[src/rtl/ps2_host_tx.sv]
`default_nettype none
// ============================================================================
//  Module   : ps2_host_tx
//  Purpose  : PS/2 host-to-device command transmitter (inhibit, RTS, 10-bit frame, ACK)
//  Revision : 1.0
// ============================================================================
module ps2_host_tx #(
    parameter int INHIBIT_CYC = 5000,
    parameter int RTS_CYC     = 500,
    parameter int TIMEOUT_CYC = 750000
) (
    input  logic       clk,
    input  logic       rst_n,
    input  logic [7:0] tx_data,
    input  logic       tx_start,
    output logic       tx_busy,
    output logic       tx_done,
    output logic       tx_err,
    input  logic       ps2_clk_i,
    input  logic       ps2_data_i,
    output logic       ps2_clk_oe,
    output logic       ps2_data_oe
);

    localparam int c_MAX01 = (INHIBIT_CYC > RTS_CYC) ? INHIBIT_CYC : RTS_CYC;
    localparam int c_MAX   = (c_MAX01 > TIMEOUT_CYC) ? c_MAX01 : TIMEOUT_CYC;
    localparam int c_CW    = $clog2(c_MAX) + 1;

    localparam logic [c_CW-1:0] c_INH_LAST = c_CW'(INHIBIT_CYC - 1);
    localparam logic [c_CW-1:0] c_RTS_LAST = c_CW'(RTS_CYC - 1);
    localparam logic [c_CW-1:0] c_TO_LAST  = c_CW'(TIMEOUT_CYC - 1);
    localparam logic [c_CW-1:0] c_ONE      = {{(c_CW-1){1'b0}}, 1'b1};

    typedef enum logic [2:0] {
        ST_IDLE      = 3'd0,
        ST_INHIBIT   = 3'd1,
        ST_RTS       = 3'd2,
        ST_SEND      = 3'd3,
        ST_ACK       = 3'd4,
        ST_WAIT_IDLE = 3'd5
    } state_t;

    state_t          r_state;
    state_t          w_next;
    logic            w_accept;
    logic            w_wdog_state;
    logic            w_timeout;

    logic            r_clk_s1, r_clk_s2, r_clk_s3;
    logic            r_data_s1, r_data_s2;
    logic            r_fall;

    logic [c_CW-1:0] r_cnt;
    logic [9:0]      r_shift;
    logic [3:0]      r_bit;
    logic            r_data_oe;

    // Lines idle high, so synchronisers reset high to avoid a false edge after reset.
    always_ff @(posedge clk or negedge rst_n) begin
        if (!rst_n) begin
            r_clk_s1  <= 1'b1;
            r_clk_s2  <= 1'b1;
            r_clk_s3  <= 1'b1;
            r_data_s1 <= 1'b1;
            r_data_s2 <= 1'b1;
            r_fall    <= 1'b0;
        end else begin
            r_clk_s1  <= ps2_clk_i;
            r_clk_s2  <= r_clk_s1;
            r_clk_s3  <= r_clk_s2;
            r_data_s1 <= ps2_data_i;
            r_data_s2 <= r_data_s1;
            r_fall    <= r_clk_s3 & ~r_clk_s2;
        end
    end

    assign w_wdog_state = (r_state == ST_SEND) || (r_state == ST_ACK) ||
                          (r_state == ST_WAIT_IDLE);
    assign w_timeout    = w_wdog_state && !r_fall && (r_cnt == c_TO_LAST);

    always_ff @(posedge clk or negedge rst_n) begin
        if (!rst_n) begin
            r_state <= ST_IDLE;
        end else begin
            r_state <= w_next;
        end
    end

    always_comb begin
        w_next   = r_state;
        w_accept = 1'b0;
        tx_done  = 1'b0;
        tx_err   = 1'b0;
        case (r_state)
            ST_IDLE: begin
                if (tx_start) begin
                    w_accept = 1'b1;
                    w_next   = ST_INHIBIT;
                end
            end
            ST_INHIBIT: begin
                if (r_cnt == c_INH_LAST) w_next = ST_RTS;
            end
            ST_RTS: begin
                if (r_cnt == c_RTS_LAST) w_next = ST_SEND;
            end
            ST_SEND: begin
                if (r_fall) begin
                    if (r_bit == 4'd9) w_next = ST_ACK;
                end else if (w_timeout) begin
                    tx_err = 1'b1;
                    w_next = ST_IDLE;
                end
            end
            ST_ACK: begin
                if (r_fall) begin
                    if (r_data_s2) begin
                        tx_err = 1'b1;
                        w_next = ST_IDLE;
                    end else begin
                        w_next = ST_WAIT_IDLE;
                    end
                end else if (w_timeout) begin
                    tx_err = 1'b1;
                    w_next = ST_IDLE;
                end
            end
            ST_WAIT_IDLE: begin
                if (r_clk_s2 && r_data_s2) begin
                    tx_done = 1'b1;
                    w_next  = ST_IDLE;
                end else if (w_timeout) begin
                    tx_err = 1'b1;
                    w_next = ST_IDLE;
                end
            end
            default: w_next = ST_IDLE;
        endcase
    end

    // One counter serves as phase timer (INHIBIT/RTS) and as watchdog afterwards.
    always_ff @(posedge clk or negedge rst_n) begin
        if (!rst_n) begin
            r_cnt <= '0;
        end else if ((r_state == ST_IDLE) || (w_next != r_state) ||
                     (w_wdog_state && r_fall)) begin
            r_cnt <= '0;
        end else begin
            r_cnt <= r_cnt + c_ONE;
        end
    end

    always_ff @(posedge clk or negedge rst_n) begin
        if (!rst_n) begin
            r_shift   <= '0;
            r_bit     <= '0;
            r_data_oe <= 1'b0;
        end else if (w_accept) begin
            r_shift   <= {1'b1, ~^tx_data, tx_data};
            r_bit     <= '0;
            r_data_oe <= 1'b0;
        end else if (r_state == ST_RTS) begin
            r_data_oe <= 1'b1;
        end else if ((r_state == ST_SEND) && r_fall) begin
            r_data_oe <= ~r_shift[0];
            r_shift   <= {1'b0, r_shift[9:1]};
            r_bit     <= r_bit + 4'd1;
        end
    end

    assign tx_busy     = (r_state != ST_IDLE);
    assign ps2_clk_oe  = (r_state == ST_INHIBIT) || (r_state == ST_RTS);
    assign ps2_data_oe = (r_state == ST_RTS) || ((r_state == ST_SEND) && r_data_oe);

endmodule
`default_nettype wire
[config.mk]
export PLATFORM = sky130hd
export DESIGN_NAME = ps2_host_tx
export DESIGN_NICKNAME = d
export VERILOG_FILES = /design/src/rtl/ps2_host_tx.sv
export SDC_FILE = /design/constraint.sdc
export NUM_CORES = 1
export LEC_CHECK = 0
export BUFFER_PORTS_ARGS = -buffer_cell sky130_fd_sc_hd__buf_2
export CORE_ASPECT_RATIO = 0.6
export CORE_MARGIN = 1.5
export CORE_UTILIZATION = 45
export CTS_CLUSTER_SIZE = 28
export DETAILED_ROUTE_END_ITERATION = 8
export HOLD_SLACK_MARGIN = 0.1
export PLACE_DENSITY_LB_ADDON = 0.3
export SKIP_LAST_GASP = 1
export SYNTH_ARGS = -nofsm -noshare
export SYNTH_HDL_FRONTEND = slang
export SYNTH_SLANG_ARGS = --single-unit
[constraint.sdc]
create_clock -name clk -period 5.94 [get_ports clk]
set_clock_uncertainty 0.1 [all_clocks]
set_input_delay 0.594 -clock clk [delete_from_list [all_inputs] [get_ports clk]]
set_output_delay 0.594 -clock clk [all_outputs]
set_load 0.03 [all_outputs]
==> flow_summary.yaml, run 1 <==
worst_setup_path:
  cp.required_ns: 5.25
  cp_max_fo: 7
  critPathSlowestCell: "dfrtp_1"
  reg2regPathDepth: 5
  end_kind: "output port"
  worstSetupStartpointType: "register"
  slowest_delay_ns: 0.48
  path_cells: "or3b_4 > nor4_4 > nand2_1 > a211oi_1 > or2_2 > buf_2"
  setup.worst_path.class: "register to output port"
  cp.arrival_ns: 2.32
yosys:
  synthFlopType: "dfrtp_1"
  synth_nets: 271
  syn_area_per_cell_um2: 9.98
  synth_top_area_share_pct: 39.3
  yosysWarnings: 0
  synth-async-reset-ratio_pct: 100
  synthCells: 255
  ys_types: 53
  netlist_area_mm2: 0.00254
  synth_largest_area_cell: "dfrtp_1"
  seq_area_frac_synth_pct: 44.5
  synth_seq_cells: 45
  synth.area.top_cells: "dfrtp_1 (39%), dfstp_2 (5.2%), xnor2_1 (4.8%), xor2_1 (4.5%), mux2i_1 (3.5%)"
  synth_edf_count: 0
global_route:
  grt_first_pass_wirelength_mm: 9.14
  grt_use_met3_pct: 4.77
  grt_max_degree: 46
  gr-max-usage-layer: "met1"
  use_met2_pct: 26.0
  overflow: 0
  grt_util_met1_pct: 32.1
  grt_pass1_vias: 1768
  grtUsageTotal_pct: 20.1
  antenna_found_initial: 0
power:
  power.density_mw_per_mm2: 209
  vdd_drop_max_mv: 0.148
  p_leak_nw: 1.18
floorplanning:
  ios: 18
  core_area_mm2: 0.00526
  dieArea_mm2: 0.00613
  initial_core_util_pct: 48.4
  die_h_um: 61.3
  die_x_um: 100
  row_count: 20
place:
  dpl.hpwl_mm: 3.74
  portBuffers: 17
  gp_congestion: 0.841
  dpl.cell_count: 325
sta:
  rsz0062_at_grt: "no"
  final.setup.tns_ns: 0
  post-route-period-util_pct: 50.7
  drv_slew: 0
  finalSetupViolCount: 0
  slew-limit-headroom_pct: 28.2
  worst_pin_slew_ns: 1.07
  hold_viol_final: 0
  min_period_ns: 3.01
  max_freq_mhz: 332
worst_hold_path:
  min_path_cells: 0
  hold_path.class: "register to register"
clock_tree:
  cts_buffer_depth: 2
  clk_latency_ns: 0.31
  cts-root-buf: "clkbuf_8"
  path_clk_slew_ns: 0.09
  numCtsBuffers: 5
  cts.repair.resized: 0
  clock_sinks: 45
  cts_setup_buffers: 0
  cts_tree: "done"
  ctsHoldBuffers: 0
  htreeDepth: 2
finish:
  nFillCells: 502
  final_nets: 282
  multiInputGateArea_mm2: 0.00129
  drive_gt1_share_pct: 16.9
  seq_area_mm2: 0.00113
  final_common_cell: "dfrtp_1"
  diodes: 0
  fin_cells: 333
  final_cell_mix: "dfrtp_1 (40), nand2_1 (19), nor3_1 (18)"
  area_growth_pct: 7.62
routing:
  wl_per_cell_um: 15.7
  routed_wl_mm: 5.23
  vias: 1909
  vias_per_cell: 5.73
  dr.pass1.iters: 5
  dr.first_iter.drc_count: 185
  drc_errors: 0
  ant_nets: 0
job:
  maxCapViolations: 0
run_status:
  status: "finished, final reports clean"
## per-layer routing
layer | share of wire, % | up-vias
met5 | 0 | -
met1 | 54 | 924
met2 | 39 | 45
met3 | 6.2 | 5
met4 | 0.73 | 0
li1 | - | 935
## sequential cells by signal (all words and copies together), names as in the netlist
register,count
r_clk_s2,1
r_state,3
r_bit,4
r_data_s1,1
r_data_oe,1
r_data_s2,1
r_clk_s3,1
r_fall,1
r_cnt,21
r_shift,10
r_clk_s1,1
## logic make-up (layout without fill, tap and decap cells)
group | count (synthesis) | after routing | synth area share, %
simple gates | 103 | 103 | 24.0
flops | 45 | 45 | 44.5
compound gates | 44 | 44 | 11.8
xor+xnor | 27 | 27 | 9.29
buf+inv | 23 | 35 | 4.97
mux | 10 | 10 | 3.98
fa+ha+maj | 3 | 3 | 1.48
## per-stage QoR
step | hold slack (ns) | total power [mW] | util [%] | worst slack, ns | instance area [um^2]
5_1_grt | 0.264 | 0.592 | 52.1 | 2.66 | 2740
6_report | 0.259 | 0.572 | 52.1 | 2.93 | 2740
4_1_cts | 0.260 | 0.578 | 52.1 | 2.89 | 2740
3_5_place_dp | 0.247 | 0.340 | 49.9 | 2.93 | 2620
3_3_place_gp | 0.246 | 0.340 | 49.9 | 3.05 | 2620
2_1_floorplan | 0.198 | 0.327 | - | 3.56 | 2540
## final timing paths
kind	from	to	slack (ns)
worst max-delay path	r_cnt[6]	tx_err	2.93
worst min-delay path	r_clk_s1	r_clk_s2	0.26
worst max register to register	r_state[0]	r_cnt[7]	2.94
worst min register to register	r_clk_s1	r_clk_s2	0.26
max in group asynchronous	rst_n	r_data_oe	4.78
min in group asynchronous	rst_n	r_cnt[7]	0.34
## Yosys cell counts, types with 4 or more instances
library cell and count:
clkbuf_1 6, nand2_1 19, nor3_2 5, buf_6 5, a21oi_1 6, inv_1 10
nand4_1 4, xor2_1 13, a211oi_1 4, mux2i_1 9, nor3_1 18, o21ai_0 17
xnor2_1 14, nand4b_1 4, nor2b_1 5, nor4_1 6, nor2_1 10, nand3_1 11
dfstp_2 5, dfrtp_1 40
## report_power, final
part	total (mW)	switching, mW	internal [mW]
clock network	0.238	0.112	0.126
logic	0.0213	0.0119	0.00935
registers	0.312	0.00259	0.310
## area by class of cell
type	count	area share, %
Tap cell	66	3.02
Multi-Input combinational cell	187	47.0
Clock inverter	3	1.69
Timing Repair Buffer	17	3.11
Sequential cell	45	41.3
Inverter	10	1.37
Clock buffer	5	2.51
## worst max-delay path: cells and delay by family (launching register included)
kind	cells	cell delay (ns)
AO/OA/AOI/OAI	1	0.25
buffers and inverters	1	0.18
flip-flops	1	0.48
AND/OR/NAND/NOR	4	1.10
No activity file was read; power rests on OpenSTA's default activity.
==> run 2: changes to the inputs <==
- ABC_AREA: not set -> 1
- clock period: 5.94 -> 2.8 ns (I/O delays scaled with it)
==> flow_summary.yaml, run 2 <==
yosys:
  seq_area_frac_synth_pct: 40.7
  synth_nets: 360
  yosysMostFrequentCell: "nand2_1"
  synth_compound_gate_area_share_pct: 6.38
  yosys.area_share.simple_pct: 35.0
  synth_largest_area_cell: "dfrtp_1"
  synth_fa_ha_area_share_pct: 1.35
  synth_seq_cells: 45
  yosysWarnings: 0
  netlist_area_mm2: 0.00279
  synth_mux_area_share_pct: 0
  ys_types: 34
  synth_xor_area_share_pct: 8.18
  synth.area.top_cells: "dfrtp_1 (36%), nand2_1 (9.0%), nor3_2 (7.2%), xor2_1 (5.7%), inv_1 (5.0%)"
  synthFlopType: "dfrtp_1"
  synthCells: 344
  synth-async-reset-ratio_pct: 100
  synth_top_cells_by_count: "nand2_1 (67), dfrtp_1 (40), inv_1 (37)"
  syn_area_per_cell_um2: 8.10
  synth_top_family_by_area: "simple AND/OR/NAND/NOR gates"
  synth_edf_count: 0
  synth_top_area_share_pct: 35.9
worst_setup_path:
  cp.required_ns: 2.88
  cp_max_fo: 5
  reg2regPathDepth: 11
  slowest_delay_ns: 0.39
  setup.worst_path.class: "register to register"
  ff2ff_setup_slack_ns: 0.47
  critPathSlowestCell: "dfrtp_1"
  cp.arrival_ns: 2.42
  end_kind: "register"
  path_cells: "ha_1 > nand2_1 > nor2_4 > inv_1 > nor2_2 > nand4_1 > nor2_2 > nand2_1 > nor2_1 > xor2_1 > nor3_2"
  rr_startpoint: "r_cnt[0]"
  reg2reg_to: "r_cnt[16]"
  path_buf_inv: 1
  path_delay_family: "simple AND/OR/NAND/NOR gates"
  worstSetupStartpointType: "register"
sta:
  timing.final.ws_setup_ns: 0.466
  slew-limit-headroom_pct: 34.3
  rsz0062_at_grt: "no"
  post-route-period-util_pct: 83.4
  max_freq_mhz: 428
  min_period_ns: 2.33
  finalSetupViolCount: 0
  drv_slew: 0
  worst_pin_slew_ns: 0.985
  final.setup.tns_ns: 0
  hold_viol_final: 0
floorplanning:
  row_count: 21
  die_x_um: 105
  core_area_mm2: 0.00578
  initial_core_util_pct: 48.2
  die_h_um: 63.9
  ios: 18
  dieArea_mm2: 0.00669
power:
  comb_power_share_pct: 4.3
  vdd_drop_max_mv: 0.160
  p_clk_share_pct: 35.7
  p_leak_nw: 1.34
  power_frac_seq_pct: 60.0
  switching_share_pct: 22.9
  power.density_mw_per_mm2: 363
  p_int_uw: 850
  switchingPower_uw: 253
finish:
  regMostFlops: "r_cnt"
  final_cell_mix: "nand2_1 (67), dfrtp_1 (40), inv_1 (37)"
  drive_gt1_share_pct: 22.3
  diodes: 0
  nFillCells: 541
  stdcell_area_mm2: 0.00304
  final_common_cell: "nand2_1"
  utilization_pct: 52.6
  largest_register_ffs: 21
  area_growth_pct: 9.21
  top_regs: "r_cnt: 21 flops, r_shift: 10 flops, r_bit: 4 flops"
  final_nets: 382
clock_tree:
  numCtsBuffers: 5
  htreeDepth: 2
  cts.repair.resized: 0
  clock_sinks: 45
  path_clk_slew_ns: 0.08
  cts_setup_buffers: 0
  cts_tree: "done"
  cts_buffer_depth: 2
  cts-root-buf: "clkbuf_8"
  clk_latency_ns: 0.30
place:
  place_ws_ns: 0.512
  portBuffers: 17
  placement.cell_area_mm2: 0.00293
  dpl.hpwl_mm: 4.67
  gp_congestion: 0.988
global_route:
  grt_pass1_vias: 2082
  grt_first_pass_wirelength_mm: 10.4
  overflow: 0
  grt_max_degree: 46
  antenna_found_initial: 0
  grtUsageTotal_pct: 20.0
routing:
  dr.pass1.iters: 5
  vias_per_cell: 5.28
  wl_per_cell_um: 13.8
  routed_wl_mm: 6.15
  vias: 2361
  drc_errors: 0
  ant_nets: 0
  dr.first_iter.drc_count: 226
worst_hold_path:
  min_path_cells: 3
  min_to: "r_shift[2]"
  min_from: "tx_data[2]"
  hold_path.class: "primary input to register"
run_status:
  status: "finished, final reports clean"
job:
  maxCapViolations: 0
[run 2: cell count changes in the layout (fill, tap and decap cells not counted), sizes merged, moves of 5 or more]
cell	previous run	this run
a31oi	1	7
inv	10	45
mux2i	9	0
nand2	19	74
nand3	11	23
nand4	4	9
nor2	10	46
nor3	23	31
nor4	7	1
o21ai	17	11
xnor2	14	8
xor2	13	18
[run 2: worst max path at each step]
stage                  start   endpoint  cells after the start
finish              r_cnt[0]  r_cnt[16]                     11
global route        r_cnt[0]   r_cnt[5]                     13
CTS                 r_cnt[0]   r_cnt[6]                     13
detailed placement  r_cnt[0]  r_cnt[20]                     13
global placement    r_cnt[0]  r_cnt[20]                     11
floorplan           r_cnt[0]     tx_err                      7
[run 2: cell type report]
type / count / area, um^2 / share of cell area [%]
clock buffers: 6 / 72.6 / 2.39
repair buffers: 23 / 138 / 4.52
flip-flops and latches: 45 / 1130 / 37.2
clock inverters: 2 / 10.0 / 0.329
well taps: 80 / 100 / 3.29
multi-input cells: 245 / 1420 / 46.6
inverters: 46 / 173 / 5.68
[run 2: layer usage]
metal	share of wire (%)	up-vias	track usage, %
li1	-	1154	-
met1	53	1088	32.5
met2	36	112	24.7
met3	9.9	7	5.71
met4	1.0	0	4.86
met5	0	-	0
[run 2: tightest hold or removal path, delay by kind of cell]
| family | cells | cell delay [ns] |
|---|---|---|
| AO/OA/AOI/OAI | 1 | 0.06 |
| buffers and inverters | 1 | 0.11 |
| AND/OR/NAND/NOR | 1 | 0.06 |
[run 2: metrics by stage]
| step | power (mW) | hold slack [ns] | instances |
|---|---|---|---|
| 6_report | 1.10 | 0.146 | 447 |
| 5_1_grt | 1.15 | 0.153 | 447 |
| 4_1_cts | 1.11 | 0.142 | 447 |
| 3_5_place_dp | 0.720 | 0.247 | 436 |
| 3_3_place_gp | 0.718 | 0.247 | 436 |
| 2_1_floorplan | 0.691 | -0.116 | 344 |
[run 2: logic make-up after synthesis]
kind of cell             count (synthesis)
XOR/XNOR                                26
AND/OR/NAND/NOR                        187
flip-flops                              45
buffers and inverters                   54
AO/OA/AOI/OAI                           29
adder cells (fa/ha/maj)                  3
[run 2: power by group through the flow]
stage               sequential [mW]  combinational, mW  clock (mW)
finish                        0.662             0.0477       0.394
global route                  0.662             0.0536       0.431
CTS                           0.661             0.0488       0.402
detailed placement            0.674             0.0456           0
global placement              0.674             0.0442           0
floorplan                     0.673             0.0183           0
[run 2: what timing repair did]
item                                    4_1_cts  5_1_grt
hold endpoints to repair                     42        0
endpoints found under the setup margin        0        0
hold buffers                                  3        0
==> run 3: changes to the inputs <==
- ABC_AREA: 1 -> 0
- clock period: 2.8 -> 2 ns (I/O delays scaled with it)
==> flow_summary.yaml, run 3 (synthesized netlist as in run 1, its figures left out) <==
run_status:
  status: "finished, violations left"
  violations: "negative setup slack"
place:
  portBuffers: 17
  gp_congestion: 0.801
  dpl.hpwl_mm: 4.25
  placement.cell_area_mm2: 0.00296
  dpl.cell_count: 368
floorplanning:
  initial_core_util_pct: 48.4
  die_x_um: 100
  row_count: 20
  core_area_mm2: 0.00526
  dieArea_mm2: 0.00613
  ios: 18
  die_h_um: 61.3
finish:
  final_cell_mix: "buf_4 (51), dfrtp_1 (40), nand2_1 (18)"
  nFillCells: 398
  stdcell_area_mm2: 0.00341
  multiInputGateArea_mm2: 0.00135
  fin_cells: 400
  final_nets: 349
  regMostFlops: "r_cnt"
  area_growth_pct: 33.9
  drive_gt1_share_pct: 33.2
  top_regs: "r_cnt: 21 flops, r_shift: 10 flops, r_bit: 4 flops"
  final_common_cell: "buf_4"
  diodes: 0
  largest_register_ffs: 21
  seq_area_mm2: 0.00113
power:
  p_leak_nw: 1.53
  power.density_mw_per_mm2: 505
  vdd_drop_max_mv: 0.467
worst_setup_path:
  setup.worst_path.class: "register to output port"
  rr_startpoint: "r_cnt[4]"
  reg2reg_to: "r_cnt[13]"
  cp_max_fo: 3
  cp.required_ns: 1.70
  reg2regPathDepth: 9
  ff2ff_setup_slack_ns: -0.29
  worstSetupStartpointType: "register"
  end_kind: "output port"
  cp.arrival_ns: 2.07
routing:
  dr.first_iter.drc_count: 162
  vias_per_cell: 5.53
  wl_per_cell_um: 16.3
  vias: 2211
  routed_wl_mm: 6.50
  dr.pass1.iters: 5
  drc_errors: 0
  ant_nets: 0
global_route:
  overflow: 0
  grtUsageTotal_pct: 22.9
  grt_max_degree: 33
  grt_first_pass_wirelength_mm: 10.6
  grt_pass1_vias: 2085
  antenna_found_initial: 0
sta:
  hold_viol_final: 0
  drv_slew: 0
  post-route-period-util_pct: 118
  slew-limit-headroom_pct: 52.3
  worst_pin_slew_ns: 0.715
  min_period_ns: 2.37
  timing.final.ws_setup_ns: -0.369
  rsz0062_at_grt: "yes"
  finalSetupViolCount: 22
  max_freq_mhz: 422
clock_tree:
  clk_latency_ns: 0.31
  path_clk_slew_ns: 0.09
  cts_tree: "done"
  clock_sinks: 45
  cts_buffer_depth: 2
  cts-root-buf: "clkbuf_8"
  htreeDepth: 2
  numCtsBuffers: 5
job:
  maxCapViolations: 0
worst_hold_path:
  min_path_cells: 4
  min_from: "tx_start"
  min_to: "r_bit[0]"
  hold_path.class: "primary input to register"
-- run 3: area by class of cell --
type	instances	share of cell area, %
clock buffers	5	2.02
inverters	10	1.10
flip-flops and latches	45	33.2
well taps	66	2.42
multi-input cells	187	39.6
repair buffers	84	20.3
clock inverters	3	1.36
-- run 3: where the power goes --
group	leakage, nW	internal (mW)	total (mW)	switching (mW)
clock	0.0543	0.374	0.704	0.330
sequential	0.518	0.919	0.926	0.00695
combinational	0.959	0.0456	0.0908	0.0453
total	1.53	1.34	1.72	0.383
-- run 3: timing repair --
action                                  4_1_cts  5_1_grt
hold buffers                                 11        0
cloned                                        2        0
hold endpoints to repair                     35        0
pin swaps                                     4        8
setup buffers                                 5        6
endpoints found under the setup margin       22       25
resized for setup                             8       13
-- run 3: worst max path at each step --
| stage | startpoint | endpoint | slack (ns) | cells after the start |
|---|---|---|---|---|
| 5_1_grt | r_cnt[4] | tx_err | -0.42 | 6 |
| 6_report | r_cnt[4] | tx_err | -0.37 | 6 |
| 2_1_floorplan | r_cnt[6] | tx_err | 0.02 | 5 |
| 3_3_place_gp | r_cnt[10] | tx_err | -0.08 | 6 |
| 3_5_place_dp | r_cnt[10] | tx_err | -0.13 | 6 |
| 4_1_cts | r_cnt[10] | tx_err | -0.30 | 6 |
-- run 3: layer usage --
layer | vias up | global-route usage (%) | wire [um] | share of wire, %
met1 | 1048 | 34.7 | 3260 | 50
met2 | 80 | 32.0 | 2680 | 41
li1 | 1070 | - | - | -
met5 | - | 0 | 0 | 0
met3 | 13 | 5.56 | 485 | 7.5
met4 | 0 | 7.65 | 72 | 1.1
-- run 3: per-stage QoR --
step                utilization, %  setup TNS, ns  total power [mW]  hold slack [ns]  worst slack, ns
finish                        64.9          -5.08              1.72            0.154           -0.369
global route                  64.9          -5.82              1.79            0.204           -0.423
CTS                           62.9          -3.07              1.74            0.140           -0.304
detailed placement            56.3         -0.898              1.02            0.191           -0.129
floorplan                        -              0             0.971           -0.196           0.0186
global placement              56.3        -0.0783              1.01            0.183          -0.0783
-- run 3: worst max-delay path, stage by stage, from the launching register on --
cell      delay [ns]
dfrtp_1         0.39
or3b_4          0.43
nor4_4          0.34
nand2_2         0.12
a211oi_2        0.20
or2_4           0.15
buf_6           0.12
